==> config.mk <==
export PLATFORM = sky130hd
export DESIGN_NAME = debounce_multi
export DESIGN_NICKNAME = d
export VERILOG_FILES = /design/src/rtl/debounce_multi.sv
export SDC_FILE = /design/constraint.sdc
export NUM_CORES = 1
export LEC_CHECK = 0
export ABC_AREA = 1
export CAP_MARGIN = 40
export CORE_MARGIN = 5
export CORE_UTILIZATION = 60
export CTS_CLUSTER_SIZE = 24
export DETAILED_ROUTE_END_ITERATION = 16
export PLACE_DENSITY_LB_ADDON = 0.25
export SLEW_MARGIN = 40
export SYNTH_ARGS = -nofsm -noshare
export SYNTH_HDL_FRONTEND = slang
export SYNTH_SLANG_ARGS = --single-unit
==> constraint.sdc <==
create_clock -name clk -period 1.6 [get_ports clk]
set_input_delay 0.48 -clock clk [delete_from_list [all_inputs] [get_ports clk]]
set_output_delay 0.48 -clock clk [all_outputs]
set_load 0.03 [all_outputs]
==> src/rtl/debounce_multi.sv <==
// N-channel push-button debouncer: 2-FF synchroniser, stability counter, level and edge pulses.
// Define DEBOUNCE_LONG_PRESS_EN to add a per-channel long-press (HOLD) detector.
module debounce_multi #(
  parameter int N_CH       = 4,
  parameter int CNT_W      = 16,
  parameter int STABLE_CNT = 50000,
  parameter int LONG_W     = 24,
  parameter int LONG_CNT   = 5000000
) (
  input  logic            clk,
  input  logic            rst_n,
  input  logic [N_CH-1:0] pb,
  output logic [N_CH-1:0] pb_db,
  output logic [N_CH-1:0] pb_rise,
  output logic [N_CH-1:0] pb_fall,
  output logic [N_CH-1:0] hold
);

  localparam logic [CNT_W-1:0] STABLE_LAST = CNT_W'(STABLE_CNT - 1);

  // Elaboration-time sanity check of the counter ranges.
  if (N_CH < 1 || STABLE_CNT < 1 || STABLE_CNT > (2 ** CNT_W) - 1 ||
      LONG_CNT < 1 || LONG_CNT > (2 ** LONG_W) - 1) begin : g_bad_params
    $error("debounce_multi: parameter out of range");
  end

  logic [N_CH-1:0] sync1;
  logic [N_CH-1:0] sync2;

  always_ff @(posedge clk or negedge rst_n) begin
    if (!rst_n) begin
      sync1 <= '0;
      sync2 <= '0;
    end else begin
      sync1 <= pb;
      sync2 <= sync1;
    end
  end

  for (genvar ch = 0; ch < N_CH; ch++) begin : g_ch
    logic [CNT_W-1:0] cnt;
    logic             db_q;
    logic             rise_q;
    logic             fall_q;
    logic             accept;

    assign accept = (sync2[ch] != db_q) && (cnt == STABLE_LAST);

    // Any cycle where the synchronised input matches the current level restarts the count.
    always_ff @(posedge clk or negedge rst_n) begin
      if (!rst_n) begin
        cnt    <= '0;
        db_q   <= 1'b0;
        rise_q <= 1'b0;
        fall_q <= 1'b0;
      end else begin
        rise_q <= 1'b0;
        fall_q <= 1'b0;
        if (sync2[ch] == db_q) begin
          cnt <= '0;
        end else if (accept) begin
          cnt    <= '0;
          db_q   <= sync2[ch];
          rise_q <= sync2[ch];
          fall_q <= ~sync2[ch];
        end else begin
          cnt <= cnt + 1'b1;
        end
      end
    end

    assign pb_db[ch]   = db_q;
    assign pb_rise[ch] = rise_q;
    assign pb_fall[ch] = fall_q;

`ifdef DEBOUNCE_LONG_PRESS_EN
    localparam logic [LONG_W-1:0] LONG_LAST = LONG_W'(LONG_CNT - 1);
    logic [LONG_W-1:0] hcnt;
    logic              hold_q;

    // Counter saturates at LONG_LAST; HOLD asserts LONG_CNT cycles after the level rose.
    always_ff @(posedge clk or negedge rst_n) begin
      if (!rst_n) begin
        hcnt   <= '0;
        hold_q <= 1'b0;
      end else if (accept && !sync2[ch]) begin
        hcnt   <= '0;
        hold_q <= 1'b0;
      end else if (!db_q || accept) begin
        hcnt <= '0;
      end else if (hcnt == LONG_LAST) begin
        hold_q <= 1'b1;
      end else begin
        hcnt <= hcnt + 1'b1;
      end
    end

    assign hold[ch] = hold_q;
`endif
  end

`ifndef DEBOUNCE_LONG_PRESS_EN
  assign hold = '0;
`endif

endmodule

==> flow_summary.yaml <==
clocking:
  hold_buffers: 0
  clkSinkCount: 84
  cts_tree: "yes"
  worstSkewPairLatency_ps: 340
  clk_path_buf_depth: 2
  clkTransAtPathRegs_ps: 80
  clockRootBuffer: "clkbuf_8"
  cts_max_level: 3
  cts_buffers: 9
final_layout:
  final_nets: 580
  fillers: 606
  area_growth_pct: 10.9
  multi_input_area_um2: 1890
  drive_above_1_share_pct: 8.70
  seq_area_um2: 2100
  diodes: 0
global_routing:
  grt_max_degree: 39
  overflow: 0
  grt_pass1_wl_mm: 14.2
  antenna_found_initial: 0
  grt_pass1_vias: 3245
  track_usage_pct: 19.9
logic_synthesis:
  synth_cell_types: 25
  syn_avg_cell_area_um2: 7.89
  synth_common_cells: "nor2_1 (136), nand2_1 (125), dfrtp_1 (84)"
  netlist.area_leader.share_pct: 48.3
  yosys-top-cells-area: "dfrtp_1 (48%), nor2_1 (12%), nand2_1 (11%)"
  synth_area_um2: 4350
  synth-edff-count: 0
  synthFlopType: "dfrtp_1"
  yosys.cell_count.top_type: "nor2_1"
  yosysWarnings: 0
  yosysTopAreaCell: "dfrtp_1"
  seq_area_frac_synth_pct: 48.3
  netlist_instances: 551
  synth-async-reset-ratio_pct: 100
  synth-seq-cells: 84
setup_path:
  crit_chain: "dlygate4sd2_1"
  cpMaxStageDelayCell: "dlygate4sd2_1"
  critPathMaxFanout: 1
  path_class: "reg2out"
  end_kind: "primary output"
  cp_num_buf_inv: 1
  worstPathArrival_ps: 1070
  max_stage_delay_ps: 400
  crit_family: "buffers and inverters"
  start_kind: "flop"
  worstPathRequired_ps: 1120
detailed_routing:
  vias_per_cell: 4.97
  dr_total_vias: 3353
  wl_per_cell_um: 11.9
  routed_wl_mm: 7.99
  antenna_left: 0
  drc: 0
  drt_iter0_markers: 112
  first_pass_iters: 4
pwr:
  p_comb_share_pct: 4.1
  internal-power_mw: 3.34
  ir_drop_mv: 0.664
  finalPower_mw: 4.26
  p_per_area_nw_per_um2: 883
  netSwitchingPower_mw: 0.917
  swShare_pct: 21.5
  p_leak_nw: 2.21
  power.share.clock_pct: 44.5
  p_seq_share_pct: 51.4
timing:
  hold_violations: 0
  setup_viol: 0
  period_minus_slack_ps: 1550
  fin_skew_ps: 5.30
  final_max_slew_viol_count: 0
  fmax_mhz: 645
  final.setup.tns_ps: 0
  period_share_pct: 96.9
  rsz0062_at_grt: "false"
floorplan:
  die_h_um: 95.1
  die_area_um2: 9050
  num_io_pins: 22
  start_util_pct: 60.9
  rows: 31
  coreArea_um2: 7140
  die_x_um: 95.1
place:
  dp_hpwl_mm: 5.83
  port_buffers: 17
  gp_congestion: 0.839
outcome:
  status: "finished, final reports clean"
hold_path:
  hp-class: "in2async"
run:
  cap_viol_max_count: 0
-- metal layers --
layer | up-vias | GRT usage, % | wire length [um]
met4 | 0 | 5.17 | 63
li1 | 1715 | - | -
met3 | 7 | 5.13 | 347
met2 | 66 | 33.4 | 3940
met1 | 1565 | 25.6 | 3640
met5 | - | 0 | 0
-- layout by cell type, fill, tap and decap left out, drive strengths merged, types with 4 or more instances in the layout --
| cell | instances |
|---|---|
| inv | 68 |
| nor3b | 4 |
| buf | 8 |
| o21bai | 8 |
| nor2 | 141 |
| ha | 4 |
| dfrtp | 84 |
| clkbuf | 13 |
| xor2 | 20 |
| clkdlybuf4s50 | 4 |
| o21ai | 5 |
| xnor2 | 8 |
| nand3 | 40 |
| nand2 | 133 |
| nand4 | 13 |
| nor3 | 4 |
| conb | 4 |
| dlygate4sd2 | 4 |
-- state kept, by name, summed over array words and instances (netlist names) --
register,cells
sync2,4
g_ch.db_q,4
sync1,4
g_ch.cnt,64
g_ch.rise_q,4
g_ch.fall_q,4
-- cell type report --
cell class                 instances  area share, %
clock buffer                      11           3.14
inverter                          67           5.22
sequential                        84           43.6
multi-input combinational        387           39.1
tap                               99           2.57
clock inverter                     5           2.21
timing repair buffer              21           4.15
-- power groups by stage --
stage | combinational (mW) | clock (mW) | sequential [mW]
after floorplan | 0.0960 | 0 | 2.22
after global placement | 0.171 | 0 | 2.23
after detailed placement | 0.177 | 0 | 2.23
after CTS | 0.179 | 1.94 | 2.19
after global routing | 0.200 | 2.03 | 2.19
final | 0.173 | 1.90 | 2.19
-- logic make-up (layout without fill, tap and decap cells) --
group	after synthesis	count (layout)	share of synthesized area, %
and+or+nand+nor	335	335	33.4
DFF	84	84	48.3
buffers and inverters	83	104	8.55
xor gates and xnor gates	28	28	6.16
AOI/OAI and AO/OA	16	16	2.30
adders and majority gates	4	4	1.15
other	1	4	0.0862
-- final timing paths --
path / from / to / slack, ps / cells after the start
setup / recovery: g_ch[0].fall_q$_DFF_PN0_ / pb_fall[0] / 50 / 1
hold / removal: rst_n / g_ch[0].cnt[10]$_DFF_PN0_ / 7 / 1
setup reg to reg: g_ch[1].cnt[0]$_DFF_PN0_ / g_ch[1].cnt[15]$_DFF_PN0_ / 140 / 6
hold reg to reg: sync1[0]$_DFF_PN0_ / sync2[0]$_DFF_PN0_ / 360 / 0
max in group asynchronous: rst_n / g_ch[1].db_q$_DFFE_PN0P_ / 1110 / 2
min in group clk: sync1[0]$_DFF_PN0_ / sync2[0]$_DFF_PN0_ / 360 / 0
-- metrics by stage --
step / util, % / instances / area, um^2 / setup WS (ps) / hold slack (ps)
6_report: 67.5 / 674 / 4820 / 50.3 / 7.28
5_1_grt: 67.5 / 674 / 4820 / 1.45 / 4.14
4_1_cts: 67.6 / 674 / 4820 / 1.22 / 1.10
3_5_place_dp: 64.1 / 658 / 4580 / 118 / 336
3_3_place_gp: 64.1 / 658 / 4580 / 134 / 339
2_1_floorplan: - / 554 / 4360 / 365 / 184
-- repair_timing --
| item | CTS | global route |
|---|---|---|
| endpoints found under the setup margin | 9 | 5 |
| buffers inserted | 0 | 0 |
| resized for setup | 9 | 7 |
Note: power is estimated with default switching activity, not from simulation.
